## src/rtl/bcd_counter_n_pkg.sv

```systemverilog
`default_nettype none
// ============================================================================
// bcd_counter_n_pkg : digit constants and the digit sanitiser shared by the counter
// Revision: 1.0
// ============================================================================
package bcd_counter_n_pkg;

  localparam int              DIGIT_W = 4;
  localparam logic [3:0]      BCD_MAX = 4'd9;

  // Any non-decimal nibble reads as 9.
  function automatic logic [DIGIT_W-1:0] sanitise_digit(input logic [DIGIT_W-1:0] d);
    return (d > BCD_MAX) ? BCD_MAX : d;
  endfunction

endpackage
`default_nettype wire

```

## src/rtl/bcd_counter_n_if.sv

```systemverilog
`default_nettype none
// ============================================================================
// bcd_counter_n_if : control, load/limit and count signals of the BCD counter
// Revision: 1.0
// ============================================================================
interface bcd_counter_n_if #(
  parameter int DIGITS = 4
);
  import bcd_counter_n_pkg::*;

  logic                        en;
  logic                        up;
  logic                        clr_n;
  logic                        ld_n;
  logic [DIGIT_W*DIGITS-1:0]   data;
  logic [DIGIT_W*DIGITS-1:0]   limit;
  logic [DIGIT_W*DIGITS-1:0]   q;
  logic                        cn;
  logic                        wrapped;

  modport master (
    output en, up, clr_n, ld_n, data, limit,
    input  q, cn, wrapped
  );

  modport slave (
    input  en, up, clr_n, ld_n, data, limit,
    output q, cn, wrapped
  );

endinterface
`default_nettype wire

```

## src/rtl/bcd_counter_n_digit.sv

```systemverilog
`default_nettype none
// ============================================================================
// bcd_digit : one BCD digit register with load, increment and decrement strobes
// Revision: 1.0
// ============================================================================
module bcd_digit
  import bcd_counter_n_pkg::*;
(
  input  logic               clk,
  input  logic               rst_n,
  input  logic               ld,
  input  logic [DIGIT_W-1:0] ld_val,
  input  logic               inc,
  input  logic               dec,
  output logic [DIGIT_W-1:0] digit,
  output logic               carry,
  output logic               borrow
);

  logic [DIGIT_W-1:0] r_digit;

  assign digit  = r_digit;
  assign carry  = inc & (r_digit == BCD_MAX);
  assign borrow = dec & (r_digit == '0);

  always_ff @(posedge clk or negedge rst_n) begin
    if (!rst_n) begin
      r_digit <= '0;
    end else if (ld) begin
      r_digit <= ld_val;
    end else if (inc) begin
      r_digit <= (r_digit == BCD_MAX) ? '0 : r_digit + 4'd1;
    end else if (dec) begin
      r_digit <= (r_digit == '0) ? BCD_MAX : r_digit - 4'd1;
    end
  end

endmodule
`default_nettype wire

```

## src/rtl/bcd_counter_n.sv

```systemverilog
`default_nettype none
// ============================================================================
// bcd_counter_n : N-digit up/down BCD counter with programmable terminal value
// Revision: 1.0
// ============================================================================
module bcd_counter_n
  import bcd_counter_n_pkg::*;
#(
  parameter int DIGITS = 4
) (
  input  logic             clk,
  input  logic             rst_n,
  bcd_counter_n_if.slave   bus
);

  localparam int W = DIGIT_W * DIGITS;

  logic [W-1:0]    w_limit_s;
  logic [W-1:0]    w_data_s;
  logic [W-1:0]    w_q;
  logic [W-1:0]    w_ld_val;
  logic [DIGITS:0] w_carry;
  logic [DIGITS:0] w_borrow;
  logic            w_active;
  logic            w_at_top;
  logic            w_at_zero;
  logic            w_wrap_cond;
  logic            w_wrap;
  logic            w_step;
  logic            w_ld;
  logic            w_ripple_out;
  logic            r_wrapped;

  genvar gi;
  generate
    for (gi = 0; gi < DIGITS; gi++) begin : g_sanitise
      assign w_limit_s[gi*DIGIT_W +: DIGIT_W] = sanitise_digit(bus.limit[gi*DIGIT_W +: DIGIT_W]);
      assign w_data_s[gi*DIGIT_W +: DIGIT_W]  = sanitise_digit(bus.data[gi*DIGIT_W +: DIGIT_W]);
    end
  endgenerate

  assign w_active    = bus.en & bus.clr_n & bus.ld_n;
  assign w_at_top    = (w_q >= w_limit_s);
  assign w_at_zero   = (w_q == '0);
  assign w_wrap_cond = bus.up ? w_at_top : w_at_zero;
  assign w_wrap      = w_active & w_wrap_cond;
  assign w_step      = w_active & ~w_wrap_cond;

  assign w_carry[0]  = w_step & bus.up;
  assign w_borrow[0] = w_step & ~bus.up;

  // Clear, load and wrap all go through the digits' parallel-load path.
  assign w_ld = ~bus.clr_n | ~bus.ld_n | w_wrap;

  always_comb begin
    w_ld_val = '0;
    if (!bus.clr_n) begin
      w_ld_val = '0;
    end else if (!bus.ld_n) begin
      w_ld_val = w_data_s;
    end else if (!bus.up) begin
      w_ld_val = w_limit_s;
    end
  end

  generate
    for (gi = 0; gi < DIGITS; gi++) begin : g_digit
      bcd_digit u_digit (
        .clk    (clk),
        .rst_n  (rst_n),
        .ld     (w_ld),
        .ld_val (w_ld_val[gi*DIGIT_W +: DIGIT_W]),
        .inc    (w_carry[gi]),
        .dec    (w_borrow[gi]),
        .digit  (w_q[gi*DIGIT_W +: DIGIT_W]),
        .carry  (w_carry[gi+1]),
        .borrow (w_borrow[gi+1])
      );
    end
  endgenerate

  // A ripple out of the top digit would also be a wrap; the limit compare
  // normally pre-empts it, so this only matters as a safety net.
  assign w_ripple_out = w_carry[DIGITS] | w_borrow[DIGITS];

  always_ff @(posedge clk or negedge rst_n) begin
    if (!rst_n) begin
      r_wrapped <= 1'b0;
    end else if (!bus.clr_n) begin
      r_wrapped <= 1'b0;
    end else if (bus.ld_n && (w_wrap || w_ripple_out)) begin
      r_wrapped <= 1'b1;
    end
  end

  assign bus.q       = w_q;
  assign bus.cn      = w_wrap;
  assign bus.wrapped = r_wrapped;

endmodule
`default_nettype wire

```

## src/flat_wrapper.sv

```systemverilog
// flat-port wrapper written by rule: the top's interface ports become plain ports
module bcd_counter_n_flat import bcd_counter_n_pkg::*;
#(
  parameter int DIGITS = 4
)
  (clk, rst_n, bus_en, bus_up, bus_clr_n, bus_ld_n, bus_data, bus_limit, bus_q, bus_cn, bus_wrapped);
  bcd_counter_n_if #(.DIGITS(DIGITS)) bus_i ();
  input  logic clk;
  input  logic rst_n;
  input wire logic [$bits(bus_i.en)-1:0] bus_en;
  input wire logic [$bits(bus_i.up)-1:0] bus_up;
  input wire logic [$bits(bus_i.clr_n)-1:0] bus_clr_n;
  input wire logic [$bits(bus_i.ld_n)-1:0] bus_ld_n;
  input wire logic [$bits(bus_i.data)-1:0] bus_data;
  input wire logic [$bits(bus_i.limit)-1:0] bus_limit;
  output wire logic [$bits(bus_i.q)-1:0] bus_q;
  output wire logic [$bits(bus_i.cn)-1:0] bus_cn;
  output wire logic [$bits(bus_i.wrapped)-1:0] bus_wrapped;
  assign bus_i.en = bus_en;
  assign bus_i.up = bus_up;
  assign bus_i.clr_n = bus_clr_n;
  assign bus_i.ld_n = bus_ld_n;
  assign bus_i.data = bus_data;
  assign bus_i.limit = bus_limit;
  assign bus_q = bus_i.q;
  assign bus_cn = bus_i.cn;
  assign bus_wrapped = bus_i.wrapped;
  bcd_counter_n #(.DIGITS(DIGITS)) u_core (.clk(clk), .rst_n(rst_n), .bus(bus_i));
endmodule
```

## config.mk

```make
export PLATFORM = sky130hd
export DESIGN_NAME = bcd_counter_n_flat
export DESIGN_NICKNAME = d
export VERILOG_FILES = /design/src/rtl/bcd_counter_n_pkg.sv /design/src/rtl/bcd_counter_n_if.sv /design/src/rtl/bcd_counter_n_digit.sv /design/src/rtl/bcd_counter_n.sv /design/src/flat_wrapper.sv
export SDC_FILE = /design/constraint.sdc
export NUM_CORES = 1
export LEC_CHECK = 0
export ABC_AREA = 1
export CAP_MARGIN = 40
export CORE_MARGIN = 2
export CORE_UTILIZATION = 45
export DETAILED_ROUTE_END_ITERATION = 12
export PLACE_DENSITY_LB_ADDON = 0.25
export SLEW_MARGIN = 10
export SYNTH_ARGS = -nofsm -noshare
export SYNTH_HDL_FRONTEND = slang
export SYNTH_SLANG_ARGS = --single-unit
```

## constraint.sdc

```tcl
create_clock -name clk -period 2 [get_ports clk]
set_input_delay 0.3 -clock clk [delete_from_list [all_inputs] [get_ports clk]]
set_output_delay 0.3 -clock clk [all_outputs]
set_load 0.05 [all_outputs]
```

==> impl_results.md <==
- Port bufs: 55
- Mux cell area share after synthesis: 0
- Design Power: roughly 2000 uW
- Sequential element share of the synthesized area: 0.191
- Clk Latency, worst-skew pair: approximately 270 ps
- Hold Path Class: primary input to async pin
- Clock tree buffer depth: 2
- Max Clock Freq: 0.395 GHz
- Netlist cell types: 34
- Total Wirelength: ~9300 um
- Vias/cell: between 5 and 6
- CP required: between 2000 and 2500 ps
- Met2 Wirelength: roughly 4400 um
- Number of enable flip-flop cells after synthesis: 0
- N_diodes: 0
- Die height: approximately 74 um
- Worst slew margin: 0.663
- Final period demand of the worst path: 2530 ps
- Share of cells above drive strength 1: 0.405
- Failing checks: setup timing
- Largest net degree at the start of global routing: 18
- Top_reg_cell synth: dfrtp_1
- RePlAce Congestion: 0.894
- Final worst path period share: 1.27
- Ys async rst share: 1.00
- Gr usage total: 0.305
- First-pass GRT wire length: roughly 13000 um
- Hpwl dp: between 6000 and 7000 um
- Maximum vdd drop: roughly 0.33 mV
- Seq cells post-synth: 17
- Total grt overflow: 0
- PD cells: 511 mW/mm2
- # rows: 25
- # IOs: 56
- Yosys top cell area share: 0.191
- TritonCTS clock tree: yes
- Post-Synth Adder-Cell Area: 0.0901
- Die Width: approximately 74 um
- Starting density of the core: 0.467
- Initial antenna violation count: 0
- Max layer used: met4
- WL/cell: between 15 and 20 um
- Syn Nets: about 430
- Vias in the first global route: 2955
- First-pass detailed-route iteration total: 5
- Remaining routing DRC violations: 0
- Max-slew violations: 0
- Core area: 0.00475 mm2
- PnR worst setup slack: -534 ps
- Maximum capacitance violations: 0
- Critical Path End Type: flip-flop
- M1 wire length: 3590 um
- Place WS: -853 ps
- Mapped Cells: ~370
- Num CTS Buffers: 3
- Endpoints failing hold: 0
- Slew @ Worst Pin: 504 ps
- Met3 Wirelength: around 870 um
- Count leader, synth: nand2_1
- Netlist Area Pre-Place: about 0.0022 mm2
- CTS Root Cell: clkbuf_8
- Main combinational cell family by area after synthesis: simple AND/OR/NAND/NOR gates
- Fin util: 0.824
- Total vias in the final route: 3280
- Final setup viols: 18
- Die Area: 0.00552 mm2
- Cells after DPL: roughly 560
- Post-synthesis cell type with the largest combined area: dfrtp_1
- H-tree levels: 1
- Area fraction in compound gates after synthesis: 0.185
- Setup Skew: about 1.6 ps
- WS Path Type: primary input to flip-flop
- Post-route insts no fill: 583
- Area share of and/or/nand/nor cells after synthesis: 0.395
- Top cells by area, synth: dfrtp_1, nand2_1, inv_1
- Clock transition at path regs: approximately 80 ps
- Final ANT Viol Nets: 0
- Fin nets: between 500 and 600
- Sink Count: 17
- Synth warn: 0
- Synth Area in XOR/XNOR: 0.0197
- Crit start category: primary input
- 1st-iter DRT viols: 385
- Area Overhead vs Synth: 76.3%
- Most frequent cells after synthesis: nand2_1, inv_1, nor2_1, nand3_1, o21ai_0
- # fillers: 308
- CP max FO: 4
- RSZ-0062 raised after global routing: yes
- Status: finished, violations left
- Critical path arrival: ~2700 ps
- Pleak: approximately 0.0019 uW
- CTS Hold Bufs: 0
- Average size of a mapped cell: ~6.0 um2
==> cell type report <==
class                   count  area (um2)  share of cell area
inverters                  63         241              0.0616
repair buffers            141        1210               0.308
well taps                  67        83.8              0.0214
clock inverters             1        5.00             0.00128
clock buffers               3        41.3              0.0105
flip-flops and latches     17         445               0.114
multi-input cells         291        1890               0.484
==> cell families after synthesis <==
logic type      Yosys count
flops                    17
xor+xnor                  5
simple gates            199
buf+inv                  66
fa+ha+maj                16
compound gates           70
==> path summary, 6_finish.rpt <==
check | startpoint | endpoint | slack [ps] | depth (start not counted)
max | bus_limit[13] | u_core.g_digit[3].u_digit.digit[3] | -530 | 19
min | rst_n | u_core.g_digit[3].u_digit.digit[1] | 360 | 2
max reg2reg | u_core.g_digit[3].u_digit.digit[1] | u_core.g_digit[3].u_digit.digit[3] | -420 | 16
min reg2reg | u_core.bus.wrapped | u_core.bus.wrapped | 490 | 2
max in group asynchronous | rst_n | u_core.g_digit[0].u_digit.digit[0] | 1420 | 2
min in group clk | u_core.bus.wrapped | u_core.bus.wrapped | 490 | 2
==> critical path, stage by stage <==
cell and delay [ps]:
clkdlybuf4s15_1 210, o21ai_2 220, nand2_2 120, ha_4 240
nand2_1 50, inv_1 40, o21bai_1 150, nand2_1 90
a21oi_2 150, nand2_2 110, buf_6 130, nand2_4 70
nand3_4 80, nor2_4 220, buf_6 140, nand3_4 100
nand2_1 90, nand3_1 80, a21oi_1 130
==> stage by stage <==
step                      cell area, um2  hold WS, ps  TNS [ps]
final                               3920          359     -7310
after global routing                3920          390     -8810
after CTS                           3720          372     -4270
after detailed placement            3520          476    -14140
after global placement              3520          466    -13180
after floorplan                     2380         4.41     -1400
==> layout by cell type, fill, tap and decap left out, drive strengths merged, types with 16 or more instances in the layout <==
cell	n
dfrtp	17
buf	96
a21oi	19
clkdlybuf4s50	38
inv	62
nand3	31
nand2	109
ha	16
nor2	46
o21ai	25
==> power breakdown <==
| part | internal (uW) | total [uW] | switching [uW] |
|---|---|---|---|
| combinational | 546 | 1270 | 725 |
| sequential | 391 | 443 | 51.6 |
| clock | 139 | 288 | 148 |
==> registers in the layout, indices dropped and copies added (netlist names) <==
signal,cells
u_core.bus.wrapped,1
u_core.g_digit.u_digit.digit,16
==> repair_timing <==
action                                  CTS  global route
pin swaps                                36            32
gates cloned                              1             0
endpoints found under the setup margin   18            18
gates resized for setup                  87            39
setup buffers                             8            10
==> metal layers <==
layer  track usage  up-vias
met1         0.400     1468
li1              -     1517
met5             0        -
met4         0.113        0
met2         0.510      237
met3        0.0474       58
Note: power is estimated with default switching activity, not from simulation.
